[src/rtl/branch_target_buffer.sv]
// ---------------------------------------------------------------------------
// branch_target_buffer
//
// Direct-mapped branch target buffer with a 2-bit saturating direction
// counter per entry. Fetch looks up the current PC combinationally, so the
// prediction is available in the same cycle. Execute trains the table with
// resolved branches, and those updates land on the rising clock edge.
//
// Parameters
//   ENTRIES              number of entries (power of two, 2..64)
//
// Ports
//   clk                  rising-edge clock
//   rst                  asynchronous active-high reset; clears all state
//   pc                   fetch PC to look up
//   btb_pc_valid         lookup hit (valid and tag match)
//   btb_pc_predictTaken  hit and counter MSB set
//   branch_target_pc     stored target on hit, zero on miss
//   upd_en               resolved-branch update strobe
//   upd_pc               PC of the resolved branch
//   upd_taken            resolved direction
//   upd_target           resolved target address
//   btb_flush            invalidate every entry; overrides a concurrent update
// ---------------------------------------------------------------------------
module branch_target_buffer #(
    parameter int unsigned ENTRIES = 16
) (
    input  logic        clk,
    input  logic        rst,
    input  logic [31:0] pc,
    output logic        btb_pc_valid,
    output logic        btb_pc_predictTaken,
    output logic [31:0] branch_target_pc,
    input  logic        upd_en,
    input  logic [31:0] upd_pc,
    input  logic        upd_taken,
    input  logic [31:0] upd_target,
    input  logic        btb_flush
);

    localparam int unsigned IDX_W = $clog2(ENTRIES);
    localparam int unsigned TAG_W = 30 - IDX_W;

    if ((ENTRIES < 2) || (ENTRIES > 64) || ((1 << IDX_W) != ENTRIES)) begin : g_bad_entries
        $error("branch_target_buffer: ENTRIES must be a power of two in 2..64");
    end

    // Counter encodings
    localparam logic [1:0] CtrStrongNt = 2'b00;
    localparam logic [1:0] CtrWeakT    = 2'b10;
    localparam logic [1:0] CtrStrongT  = 2'b11;

    // -----------------------------------------------------------------------
    // Storage. Packed arrays allow a single-statement clear on reset and flush.
    // -----------------------------------------------------------------------
    logic [ENTRIES-1:0]             valid_q;
    logic [ENTRIES-1:0][TAG_W-1:0]  tag_q;
    logic [ENTRIES-1:0][31:0]       target_q;
    logic [ENTRIES-1:0][1:0]        ctr_q;

    // The byte offset within a word never takes part in indexing or tagging.
    logic unused_pc_bits;
    assign unused_pc_bits = ^{pc[1:0], upd_pc[1:0]};

    // -----------------------------------------------------------------------
    // Lookup: purely combinational from the stored state
    // -----------------------------------------------------------------------
    logic [IDX_W-1:0] rd_idx;
    logic [TAG_W-1:0] rd_tag;
    logic             rd_hit;

    assign rd_idx = pc[IDX_W+1:2];
    assign rd_tag = pc[31:IDX_W+2];
    assign rd_hit = valid_q[rd_idx] && (tag_q[rd_idx] == rd_tag);

    assign btb_pc_valid        = rd_hit;
    assign btb_pc_predictTaken = rd_hit && ctr_q[rd_idx][1];
    assign branch_target_pc    = rd_hit ? target_q[rd_idx] : 32'h0;

    // -----------------------------------------------------------------------
    // Update: next-state of the single entry addressed by upd_pc
    // -----------------------------------------------------------------------
    logic [IDX_W-1:0] upd_idx;
    logic [TAG_W-1:0] upd_tag;
    logic             upd_hit;
    logic [1:0]       upd_ctr_cur;
    logic             entry_we;
    logic [1:0]       ctr_d;
    logic [31:0]      target_d;

    assign upd_idx     = upd_pc[IDX_W+1:2];
    assign upd_tag     = upd_pc[31:IDX_W+2];
    assign upd_hit     = valid_q[upd_idx] && (tag_q[upd_idx] == upd_tag);
    assign upd_ctr_cur = ctr_q[upd_idx];

    always_comb begin
        entry_we = 1'b0;
        ctr_d    = upd_ctr_cur;
        target_d = target_q[upd_idx];
        if (upd_en && !btb_flush) begin
            if (upd_hit) begin
                entry_we = 1'b1;
                if (upd_taken) begin
                    ctr_d    = (upd_ctr_cur == CtrStrongT) ? upd_ctr_cur : upd_ctr_cur + 2'd1;
                    target_d = upd_target;
                end else begin
                    ctr_d    = (upd_ctr_cur == CtrStrongNt) ? upd_ctr_cur : upd_ctr_cur - 2'd1;
                end
            end else if (upd_taken) begin
                // Allocate on a taken miss, evicting whatever lived here.
                entry_we = 1'b1;
                ctr_d    = CtrWeakT;
                target_d = upd_target;
            end
            // A not-taken miss leaves the table untouched.
        end
    end

    // -----------------------------------------------------------------------
    // State registers
    // -----------------------------------------------------------------------
    always_ff @(posedge clk or posedge rst) begin
        if (rst) begin
            valid_q  <= '0;
            tag_q    <= '0;
            target_q <= '0;
            ctr_q    <= '0;
        end else if (btb_flush) begin
            // Only valid bits are cleared; stale payload is harmless.
            valid_q <= '0;
        end else if (entry_we) begin
            valid_q[upd_idx]  <= 1'b1;
            tag_q[upd_idx]    <= upd_tag;
            target_q[upd_idx] <= target_d;
            ctr_q[upd_idx]    <= ctr_d;
        end
    end

endmodule
[config.mk]
export PLATFORM = sky130hd
export DESIGN_NAME = branch_target_buffer
export DESIGN_NICKNAME = d
export VERILOG_FILES = /design/src/rtl/branch_target_buffer.sv
export SDC_FILE = /design/constraint.sdc
export NUM_CORES = 2
export LEC_CHECK = 0
export ABC_AREA = 1
export BUFFER_PORTS_ARGS = -buffer_cell sky130_fd_sc_hd__buf_2
export CAP_MARGIN = 20
export CORE_MARGIN = 3
export CORE_UTILIZATION = 57
export DETAILED_ROUTE_END_ITERATION = 16
export PLACE_DENSITY = 0.77
export SYNTH_ARGS = -nofsm -noshare
export SYNTH_HDL_FRONTEND = slang
export SYNTH_SLANG_ARGS = --single-unit
[constraint.sdc]
create_clock -name clk -period 31.9 [get_ports clk]
set_input_delay 3.19 -clock clk [delete_from_list [all_inputs] [get_ports clk]]
set_output_delay 3.19 -clock clk [all_outputs]
set_load 0.02 [all_outputs]
[Yosys cells after proc, flatten, opt, wreduce, memory -nomap -nowiden]
Cells that the tools add are included.
Operators by class
  add/subtract/negate cells: 2
  $lt $le $gt $ge: 3
  equal/unequal tests: 3
  multiplexer cells: 41
  bitwise operators: 2
  reductions and logical operators: 9
Operators by type and width (number)
  512-bit bitwise mux: 1
  416-bit bitwise mux: 1
  32-bit binary-select mux with 4-bit select: 2
  26-bit binary-select mux with 4-bit select: 2
  32-bit two-way mux: 6
  32-bit demux with 4-bit select: 1
  26-bit demux with 4-bit select: 1
  26-bit two-way mux: 3
  26-bit equality test: 2
  32-bit bitwise mux: 1
  16-bit two-way mux: 2
  2-bit two-way mux: 9
  2-bit binary-select mux with 4-bit select: 2
  16-bit bitwise OR: 1
  4-bit by 5-bit < comparator with 1-bit output (second input constant): 2
  1-bit binary-select mux with 4-bit select: 2
  2-bit demux with 4-bit select: 1
  1-bit two-way mux: 6
  1-bit logical AND: 5
  1-bit demux with 4-bit select: 1
  4-bit by 1-bit greater-or-equal comparator with 1-bit output (second input constant): 1
  2-bit by 1-bit adder with 2-bit output (second input constant): 1
  2-bit equality test (second input constant): 1
  2-bit logical NOT: 1
  other kinds (5): 5
Word-level totals
  register bits: 976
  input port bits: 101
  word-level logic and storage cells: 109

[Depth between registers and ports, before layout]
  word-level depth: 8
  depth in mapped cells: 26

[Worst setup path before layout]
No wires, ideal clock.
  path kind: input port to output port
  start point: input port pc[2]
  end point: output port branch_target_pc[22]
  data arrival time: 5.637 ns
  required time: 28.710 ns
  path slack: 23.073 ns
  stages: 14
  path buffers: 4
  path through: clkbuf_1 inv_2 clkbuf_1 clkbuf_1 nor2_1 o211ai_1 o21ai_0 o21ai_0 xnor2_1 nand2_1 nor2_1 nand3_1 clkbuf_1 nor3_1
On the way
  longest elaborated chain between the ends: 5
RTL lines
  from (decl): line 30  | input logic [31:0] pc,
  26-bit binary-select mux with 4-bit select: line 74  | assign rd_hit = valid_q[rd_idx] && (tag_q[rd_idx] == rd_tag);
  26-bit two-way mux (implied by the code): line 74
  26-bit equality test: line 74
  1-bit logical AND: line 74
  32-bit two-way mux *: line 78  | assign branch_target_pc = rd_hit ? target_q[rd_idx] : 32'h0;
  to (decl): line 33  | output logic [31:0] branch_target_pc,
Every way passes the cells marked *; elsewhere a longest branch is shown, timed or not. The select of a mux whose other input is x is not followed.

[Worst setup path after layout]
  start point: input port pc[2]
  end point: output port branch_target_pc[28]
The elaborated chain is that of the path after synthesis.

==> flow_summary.ini <==
[cells_and_area]
ff_latch_area_um2 = 24400
layout-drive-gt1-share = 0.0611
fin_cells = 8017
final_nets = 6856
multiInputGateArea_um2 = 24700
fillers = 7933
syn_to_final_growth_pct = 7.32
finalInstanceArea_um2 = 56200

[timing]
period_minus_slack_ns = 11.14
relSlewSlack = 0.0577
setup-tns-final_ns = 0
report.final.slew_viol_count = 0
rsz0062_at_grt = no
finalHoldViolCount = 0
fmax_ghz = 0.0897
setup_viol = 0
clock_skew_ns = 0.0318
min_period_over_period = 0.349
worst_slew_pin_slew_ns = 1.41

[placement]
placed_cells = 7811
placed_area_um2 = 52600
port_buffers = 130
dpl.hpwl_mm = 90.9
gp_congestion = 0.870

[hold_path]
hp-class = reg -> reg
hp-start = ctr_q[26]

[run]
cap_violations = 0

[cts]
root_buffer = clkbuf_16
cts_setup_buffers = 0
clk_latency_ns = 0.70
cts_buffer_depth = 3
numCtsBuffers = 104
cts.clk_slew.worst_paths_ns = 0.06
postCtsHoldBufs = 0
clkSinkCount = 976
cts_tree = yes
htreeDepth = 3
cts_resized = 0

[synthesis]
syn_area_per_cell_um2 = 7.42
synth_common_cells = nand2_1, dfrtp_1, o21ai_0
ys_top_cells_by_area = dfrtp_1, nand2_1, o21ai_0
yosysTopAreaCell = dfrtp_1
synth_ff_type = dfrtp_1
netlist_instances = 7064
yosys_warnings = 0
async_flop_share = 1.00
ys_types = 45
yosysSeqAreaShare = 0.466
synth-edff-count = 0
post-synth-top-area-fraction = 0.466
ys_seq_elements = 976
synth_most_common_cell = nand2_1
synth_nets = 7165
syn_area_um2 = 52400

[critical_path]
cp_max_fo = 199
critPathArrivalTime_ns = 7.95
critPathRequiredTime_ns = 28.71
end_kind = output pin
r2r-start = tag_q[104]
path_class = in -> out
cp-startpoint = pc[2]
cp-start-kind = input pin

[die]
die_x_um = 309
ios = 135
die_height_um = 309
core_area_um2 = 90600
die_area_um2 = 95600
fp-row-count = 110
initial_core_util = 0.579

[grt]
grt_max_degree = 200
grt_pass1_vias = 47700
grt_antenna_before_repair = 4
grt_usage = 0.370
grt.overflow.total = 0
grt_pass1_wl_mm = 277

[pwr]
total_power_w = 0.00311
powerDensity_nw_per_um2 = 55.4
leakage_nw = 25.3
ir_worst_vdd_uv = 48.3

[route]
wirelength_mm = 181
wl_per_cell_um = 22.6
drt_drc_violations_left = 0
vias = 51700
ant_nets = 0
first_pass_iters = 7
vias_per_cell = 6.44
drt_iter0_drc = 8029

[outcome]
status = finished clean
-- metrics by stage --
stage | setup WS (ns) | hold slack [ns] | utilization
global route | 20.48 | 0.500 | 0.621
finish | 20.76 | 0.481 | 0.621
CTS | 20.94 | 0.483 | 0.619
floorplan | 1.25 | 0.450 | -
global placement | 21.02 | 0.464 | 0.580
detailed placement | 20.96 | 0.466 | 0.580
-- placed cells by master, fill, tap and decap left out, types with 9 or more instances in the layout --
master and count:
clkinv_2 19, o22ai_1 23, a31oi_1 9, clkbuf_16 106, nand2_1 2470, a221oi_1 105
a22oi_1 257, inv_1 156, o21ai_1 348, o31ai_1 23, o211ai_1 79, buf_4 76
nand4_1 12, nor2_1 394, nor3_1 54, buf_2 125, o2bb2ai_1 12, dfrtp_1 976
nand3_1 96, o21ai_0 885, o221ai_1 19, o32ai_1 10, clkbuf_1 25, clkbuf_8 26
a21oi_1 418, nand2_4 15
-- layout make-up --
class,instances,share of cell area
sequential,976,0.434
multi-input combinational,5292,0.440
timing repair buffer,211,0.0245
antenna,2,0.0000890
tap,1176,0.0262
inverter,170,0.0122
clock inverter,33,0.00763
clock buffer,157,0.0552
-- registers in the layout (all words and copies together) (netlist names) --
register  count
target_q    512
valid_q      16
ctr_q        32
tag_q       416
-- report_power, final --
| part | switching, W | internal (W) | leakage [nW] |
|---|---|---|---|
| combinational | 0.000296 | 0.000132 | 10.3 |
| clock | 0.000524 | 0.000736 | 1.74 |
| sequential | 0.0000817 | 0.00134 | 13.3 |
| total | 0.000901 | 0.00221 | 25.3 |
-- per-layer routing --
metal / part of all wire / track usage / routed length [µm]
met4: 0.055 / 0.191 / 9950
met5: 0.00014 / 0 / 26
met1: 0.38 / 0.499 / 69600
met2: 0.43 / 0.564 / 78600
met3: 0.13 / 0.0817 / 22900
-- path summary, 6_finish.rpt --
path	to	slack, ns	cells past startpoint
worst max-delay path	branch_target_pc[28]	20.76	19
worst min-delay path	ctr_q[26]	0.48	2
worst max register to register	target_q[34]	27.53	19
worst min register to register	ctr_q[26]	0.48	2
max in group asynchronous	tag_q[264]	25.59	6
min in group asynchronous	target_q[328]	2.63	2
-- cells by family (layout without fill, tap and decap cells) --
family	Yosys count	in the layout	synth area share
buffers and inverters	796	571	0.0648
XOR/XNOR	13	13	0.00217
flip-flops	976	976	0.466
AND/OR/NAND/NOR	3065	3065	0.225
AO/OA/AOI/OAI	2214	2214	0.242
other	0	2	0
-- critical path, stage by stage --
cell and delay [ns]:
buf_8 0.55, buf_12 0.52, buf_4 1.01, nor2_1 0.08, nor2_1 0.11, o21ai_0 0.09, o211ai_1 0.14, nand3_1 0.10
nand2_1 0.30, inv_1 0.10, nand2_1 0.07, nand2_1 0.04, nor2_1 0.11, nand3b_1 0.09, nor2_1 0.12, nand2_2 0.05
buf_4 0.28, nor3_1 0.24, buf_2 0.20
(Power assumes the default switching activity.)
